File: src/rtl/apple_spawner.sv
`default_nettype none
// ============================================================================
//  Module   : apple_spawner
//  Purpose  : Places the apple for the snake game on a random free grid cell.
//             A free-running 16-bit LFSR proposes candidate cells. An accepted
//             candidate is then shown "invisibly" for one whole frame. The
//             external overlap detector reports whether the apple area hits
//             any snake segment during that frame. A clean frame makes the
//             apple visible. A collision throws the candidate away and draws
//             a new one. The head reaching the apple on a frame boundary
//             counts as an eat.
//
//  Ports    : clk          - single clock, rising edge
//             rst          - asynchronous active-high reset
//             frame_tick   - one-cycle pulse at the start of vertical blank
//             head_x/y     - snake head cell top-left pixel (grid aligned)
//             overlap_pix  - ungated apple area and snake body both active
//             x_start/y_start - apple top-left pixel, to the apple renderer
//             apple_valid  - apple placed and must be displayed
//             eaten        - one-cycle registered pulse on an eat
//             score        - apples eaten, saturating at 255
//
//  Config   : APPLE_SCORE_EN - when defined, builds the saturating score
//             counter. When undefined, score is tied to zero and no counter
//             flops exist.
//
//  Revision : 1.0 - initial release
// ============================================================================
module apple_spawner #(
    parameter int BIT    = 10,   // width of all pixel coordinates
    parameter int SIZE   = 20,   // apple / grid cell edge in pixels
    parameter int GRID_W = 32,   // playfield cells horizontally
    parameter int GRID_H = 24    // playfield cells vertically
) (
    input  logic           clk,
    input  logic           rst,
    input  logic           frame_tick,
    input  logic [BIT-1:0] head_x,
    input  logic [BIT-1:0] head_y,
    input  logic           overlap_pix,
    output logic [BIT-1:0] x_start,
    output logic [BIT-1:0] y_start,
    output logic           apple_valid,
    output logic           eaten,
    output logic [7:0]     score
);

    localparam logic [15:0] c_LFSR_SEED = 16'hACE1;

    typedef enum logic [1:0] {
        S_PLACE  = 2'd0,   // draw candidates until one lies on the grid
        S_SYNC   = 2'd1,   // align the probe window to a frame boundary
        S_PROBE  = 2'd2,   // one full frame of collision checking
        S_ACTIVE = 2'd3    // apple visible, waiting for the head
    } state_t;

    state_t         r_state;
    logic [15:0]    r_lfsr;
    logic [BIT-1:0] r_x;
    logic [BIT-1:0] r_y;
    logic           r_valid;
    logic           r_eaten;

    logic [4:0]     w_cx;
    logic [4:0]     w_cy;
    logic           w_cand_ok;
    logic [BIT-1:0] w_x_pix;
    logic [BIT-1:0] w_y_pix;
    logic           w_lfsr_fb;
    logic           w_head_hit;
    logic           w_eat;

    // ------------------------------------------------------------------------
    // Fibonacci LFSR, taps 16,14,13,11. It runs in every state. The number of
    // cycles spent in SYNC/PROBE/ACTIVE then adds to the randomness of the
    // next draw.
    // ------------------------------------------------------------------------
    assign w_lfsr_fb = r_lfsr[15] ^ r_lfsr[13] ^ r_lfsr[12] ^ r_lfsr[10];

    always_ff @(posedge clk or posedge rst) begin
        if (rst) begin
            r_lfsr <= c_LFSR_SEED;
        end else begin
            r_lfsr <= {r_lfsr[14:0], w_lfsr_fb};
        end
    end

    // ------------------------------------------------------------------------
    // Candidate cell. Out-of-range draws are rejected. PLACE simply retries on
    // the next cycle with the next LFSR value.
    // ------------------------------------------------------------------------
    assign w_cx      = r_lfsr[4:0];
    assign w_cy      = r_lfsr[9:5];
    assign w_cand_ok = (32'(w_cx) < GRID_W) && (32'(w_cy) < GRID_H);
    assign w_x_pix   = BIT'(32'(w_cx) * SIZE);
    assign w_y_pix   = BIT'(32'(w_cy) * SIZE);

    // An eat is only sampled on a frame boundary. The head position is then
    // stable for the whole frame, so a mid-frame match is not an eat.
    assign w_head_hit = (head_x == r_x) && (head_y == r_y);
    assign w_eat      = (r_state == S_ACTIVE) && frame_tick && w_head_hit;

    // ------------------------------------------------------------------------
    // Placement FSM with registered outputs
    // ------------------------------------------------------------------------
    always_ff @(posedge clk or posedge rst) begin
        if (rst) begin
            r_state <= S_PLACE;
            r_x     <= '0;
            r_y     <= '0;
            r_valid <= 1'b0;
            r_eaten <= 1'b0;
        end else begin
            r_eaten <= 1'b0;
            case (r_state)
                S_PLACE: begin
                    // frame_tick is deliberately ignored here
                    if (w_cand_ok) begin
                        r_x     <= w_x_pix;
                        r_y     <= w_y_pix;
                        r_state <= S_SYNC;
                    end
                end
                S_SYNC: begin
                    if (frame_tick) begin
                        r_state <= S_PROBE;
                    end
                end
                S_PROBE: begin
                    // A collision on the very last pixel cycle must still
                    // reject the cell, so overlap takes priority over the tick
                    if (overlap_pix) begin
                        r_state <= S_PLACE;
                    end else if (frame_tick) begin
                        r_state <= S_ACTIVE;
                        r_valid <= 1'b1;
                    end
                end
                S_ACTIVE: begin
                    if (w_eat) begin
                        r_eaten <= 1'b1;
                        r_valid <= 1'b0;
                        r_state <= S_PLACE;
                    end
                end
                default: begin
                    r_state <= S_PLACE;
                    r_valid <= 1'b0;
                end
            endcase
        end
    end

    assign x_start     = r_x;
    assign y_start     = r_y;
    assign apple_valid = r_valid;
    assign eaten       = r_eaten;

    // ------------------------------------------------------------------------
    // Optional score counter
    // ------------------------------------------------------------------------
`ifdef APPLE_SCORE_EN
    logic [7:0] r_score;

    always_ff @(posedge clk or posedge rst) begin
        if (rst) begin
            r_score <= 8'd0;
        end else if (w_eat && (r_score != 8'hFF)) begin
            r_score <= r_score + 8'd1;
        end
    end

    assign score = r_score;
`else
    assign score = 8'd0;
`endif

endmodule
`default_nettype wire

File: config.mk
export PLATFORM = sky130hd
export DESIGN_NAME = apple_spawner
export DESIGN_NICKNAME = d
export VERILOG_FILES = /design/src/rtl/apple_spawner.sv
export SDC_FILE = /design/constraint.sdc
export NUM_CORES = 1
export LEC_CHECK = 0
export ABC_CLOCK_PERIOD_IN_PS = 1800
export CAP_MARGIN = 20
export CORE_MARGIN = 2
export CORE_UTILIZATION = 42
export DETAILED_ROUTE_END_ITERATION = 10
export PLACE_DENSITY = 0.76
export SYNTH_ARGS = -nofsm -noshare
export SYNTH_HDL_FRONTEND = slang
export SYNTH_SLANG_ARGS = --single-unit
File: constraint.sdc
create_clock -name clk -period 1.8 [get_ports clk]
set_clock_uncertainty 0.15 [all_clocks]
set_input_delay 0.27 -clock clk [delete_from_list [all_inputs] [get_ports clk]]
set_output_delay 0.27 -clock clk [all_outputs]
set_load 0.005 [all_outputs]
Word-level counts from Yosys, hierarchy flattened. Cells that the tools add are included. W data, S select, Z words.

Flip-flop bits (word level): 36. Input bits: 24. Output and inout bits: 30. Word-level logic and storage cells: 43.

Multiply operators: 2. Order comparisons: 1. Eq/ne operators: 11. Multiplexer cells: 12. Bitwise logic cells: 3. Reduce and logical (&&, ||, !) cells: 8.

Operators by type and width (number): $eq A10 B10 Y1 (2); $mul A5 B3 Y8 const B (2); $mux W2 (5); $ne A2 B2 Y1 const B (5); $pmux W2 S4 (1); $reduce_and A4 Y1 (2); $lt A5 B5 Y1 const B (1); $mux W1 (5); $eq A2 B2 Y1 const B (2); $logic_and A1 B1 Y1 (3); $ne A3 B3 Y1 const B (1); $xor A1 B1 Y1 (3); $eq A2 B1 Y1 const B (1); $logic_not A2 Y1 (1); $pmux W1 S2 (1); $reduce_and A2 Y1 (1); $reduce_bool A2 Y1 (1).

Depth between registers and ports, before layout.
Word-level depth: 5. Mapped depth: 7. Depth with buffers taken out: 7.

Worst setup path after synthesis. Ideal clock, no wire load.

Path type: flip-flop to flip-flop. From: register r_lfsr[6]. To: register r_y[9] (netlist: y_start[9]). Setup time: 0.121 ns. Arrival: 1.702 ns. Required time: 1.529 ns. Path slack: -0.173 ns. Cell stages (with the launch flop): 7. Path buffers: 0. Period minus slack after synthesis: 1.973 ns. Cell sequence: dfstp_2 > ha_1 > ha_1 > fa_1 > a21oi_1 > nor2_1 > a22o_1.

Cells in the longest elaborated chain, start to end: 2. Elaborated cells between the ends (all ways): 3. Those cells by class: mul (1); order compare (1); reduce/logical (1).

Ends and longest elaborated chain: from (decl) (RTL line 58) `logic [15:0] r_lfsr;`; from (signal assigned) (RTL line 82) `r_lfsr <= c_LFSR_SEED;`; from (signal assigned) (RTL line 84) `r_lfsr <= {r_lfsr[14:0], w_lfsr_fb};`; parallel branches: the longest is 2 deep, another holds $mul A5 B3 Y8; to (signal assigned) (RTL line 120) `r_y <= w_y_pix;`; to (decl) (RTL line 60) `logic [BIT-1:0] r_y;`.

Parallel ways; which one is timed is not known. A chain may end at the register's enable or synchronous reset.

Worst setup path in the final report.
From: register r_lfsr[6]. To: register r_y[7] (netlist: y_start[7]).

Same word-level chain as after synthesis.

==> qor.csv <==
stage,metric,value,unit
run_status,status,"complete, but fails checks",
run_status,violations,setup timing,
cells_and_area,finish.utilization,65.5,%
global_routing,met3_usage,3.90,%
critical_path,cp.required,1.82,ns
drt,dr.pass1.iters,4,
yosys,ys_async_sr_fraction,100,%
pwr,intPower,1.47,mW
global_routing,busiest_layer,met2,
drt,wirelength,4180,µm
critical_path,critical_path_class,flip-flop to flip-flop,
yosys,synth-edff-count,0,
floorplan,dieArea,4750,µm²
drt,routedWlPerCell,14.8,µm
yosys,post-synth-top-count-cell,nand2_1,
global_routing,grt_pass1_vias,1442,
yosys,synth_warnings,0,
pwr,p_clk_share,34.6,%
critical_path,end_kind,flip-flop,
cells_and_area,fillers,324,
yosys,synth_top_cells_by_count,"36 x nand2_1, 28 x dfrtp_1, 15 x xnor2_1",
yosys,synth_area_leaders,"dfrtp_1 40%, dfstp_2 12%, ha_1 8.5%",
yosys,synth_area_leader_cell,dfrtp_1,
floorplan,die_h,68.9,µm
global_routing,use_met1,26.0,%
clock_network,clk_pin_slew,0.07,ns
global_routing,grt_overflow,0,
pwr,power.leakage,1.20,nW
yosys,synth_top_area_share,39.6,%
drt,postRouteAntennaNets,0,
clock_network,htreeDepth,2,
pwr,power_switching,0.554,mW
drt,drt_iter0_drc,78,
global_routing,antenna_found_initial,0,
drt,drcViolationCount,0,
floorplan,ios,54,
sta,fin_crit_sh,105,%
clock_network,cts-root-buf,clkbuf_8,
clock_network,cts.sinks,36,
floorplan,start_util,43.9,%
yosys,ys_ff_latch,36,
pwr,p_per_area,766,nW/µm²
critical_path,reg2reg_depth,6,
critical_path,cp_max_fo,2,
sta,rsz0062_at_grt,yes,
pwr,finalPower,2.02,mW
clock_network,cts_buffer_depth,2,
cells_and_area,num_antenna_cells,0,
critical_path,worst_ep_arrival_time,1.92,ns
clock_network,clock_latency,0.28,ns
pwr,peakVddDrop,0.459,mV
sta,fin_ws,-0.0982,ns
floorplan,fp.dieW,68.9,µm
global_routing,grt_pass1_wl,6870,µm
hold_path,hold_path.class,primary input to asynchronous set/reset pin,
clock_network,cts_made_buffers,5,
drt,dr_total_vias,1349,
yosys,netlist_instances,163,
pwr,seq_power_share,43.1,%
yosys,synth.distinct_cells,26,
sta,hold_viol_final,0,
global_routing,grtUsageMet2,34.5,%
placed_design,dpl.hpwl,2830,µm
sta,period_needed,1.90,ns
floorplan,placementRows,23,
critical_path,start_kind,flip-flop,
cells_and_area,syn2layout_area_growth,49.0,%
run,max-cap-violations,0,
pwr,switching_share,27.4,%
clock_network,cts_hold_buf,0,
cells_and_area,drive_above_1_share,26.3,%
floorplan,core,4030,µm²
yosys,avgSynthCellArea,10.9,µm²
sta,fmax,527,MHz
placed_design,place_congestion,0.775,
global_routing,grt_use_total,20.4,%
global_routing,grt_start_max_net_pins,37,
pwr,p_comb_share,22.3,%
sta,setup_viol,3,
placed_design,portBuffers,41,
yosys,syn-cell-area,1770,µm²
sta,maxSlewViolCount,0,
yosys,synth-seq-area-share,51.4,%
placed_design,post-place-ws,-0.361,ns
clock_network,cts_tree,built,
cells_and_area,fin_nets,269,
drt,viasPerCell,4.78,
yosys,ys_dominant_reg_cell,dfrtp_1,
-- flip-flops by register name (all words and copies together), names as in the netlist --
name / count
r_state: 2
x_start: 8
apple_valid: 1
y_start: 8
r_lfsr: 16
eaten: 1
-- power by group through the flow --
stage	Sequential (mW)	Combinational, mW	Clock, mW
final	0.871	0.450	0.700
after global routing	0.876	0.504	0.756
after CTS	0.871	0.446	0.725
after detailed placement	0.886	0.439	0
after global placement	0.885	0.436	0
after floorplan	0.883	0.233	0
-- worst max-delay path, cell delays in order, from the launching register on --
cell and delay (ns):
dfstp_2 0.56, ha_4 0.21, ha_4 0.16, fa_2 0.35, buf_4 0.15, xnor2_2 0.13, o21ai_1 0.07
-- placed cells by master, fill, tap and decap left out, types with 2 or more instances in the layout --
cell and count:
conb_1 12, nor2_1 4, ha_1 3, a21o_1 2, fa_2 2, clkdlybuf4s50_1 41, xnor2_1 14, ha_4 9
inv_1 4, dfrtp_1 27, o21ai_0 2, nand4_1 4, o21ai_1 6, nor3_1 3, clkbuf_8 5, xor2_1 8
dfstp_2 8, a21oi_2 3, nand2_1 36, buf_4 22
-- final timing paths --
path                            start          to  slack (ns)
min in group clk           r_lfsr[14]  r_lfsr[15]        0.21
max in group asynchronous         rst  r_lfsr[10]        1.06
min reg2reg                r_lfsr[14]  r_lfsr[15]        0.21
max reg2reg                 r_lfsr[6]  y_start[7]        -0.1
max                         r_lfsr[6]  y_start[7]        -0.1
min                               rst  x_start[2]        0.18
-- logic make-up after synthesis --
logic type	Yosys count	share of synthesized area, %
AO/OA/AOI/OAI	18	6.29
adder cells (fa/ha/maj)	14	10.7
XOR/XNOR	23	11.4
buffers and inverters	20	6.86
flip-flops	36	51.4
AND/OR/NAND/NOR	51	13.1
other	1	0.212
-- timing repair --
| action | 4_1_cts | 5_1_grt |
|---|---|---|
| buffers inserted | 1 | 4 |
| resized for setup | 17 | 9 |
| gates cloned | 0 | 0 |
| setup endpoints to repair | 10 | 9 |
| pin swaps | 11 | 13 |
-- stage by stage --
| stage | instance area [µm²] | cells | hold slack (ns) | TNS [ns] |
|---|---|---|---|---|
| after global placement | 2360 | 269 | 0.186 | -1.38 |
| final | 2640 | 282 | 0.180 | -0.292 |
| after CTS | 2570 | 278 | 0.182 | -0.222 |
| after detailed placement | 2360 | 269 | 0.200 | -1.70 |
| after global routing | 2640 | 282 | 0.198 | -0.639 |
| after floorplan | 1840 | 174 | 0.183 | -0.0724 |
-- cell type report --
type / count / area (µm²) / share of cell area, %
Multi-Input combinational cell: 118 / 926 / 35.1
Tap cell: 50 / 62.6 / 2.37
Clock inverter: 3 / 42.5 / 1.61
Sequential cell: 36 / 912 / 34.6
Inverter: 5 / 18.8 / 0.712
Clock buffer: 5 / 68.8 / 2.61
Timing Repair Buffer: 65 / 607 / 23.0
-- per-layer routing --
metal	routed length, µm	vias to the layer above
met1	1890	654
met3	200	4
li1	-	650
met4	27	0
met5	0	-
met2	2060	41
No activity file was read; power rests on OpenSTA's default activity.
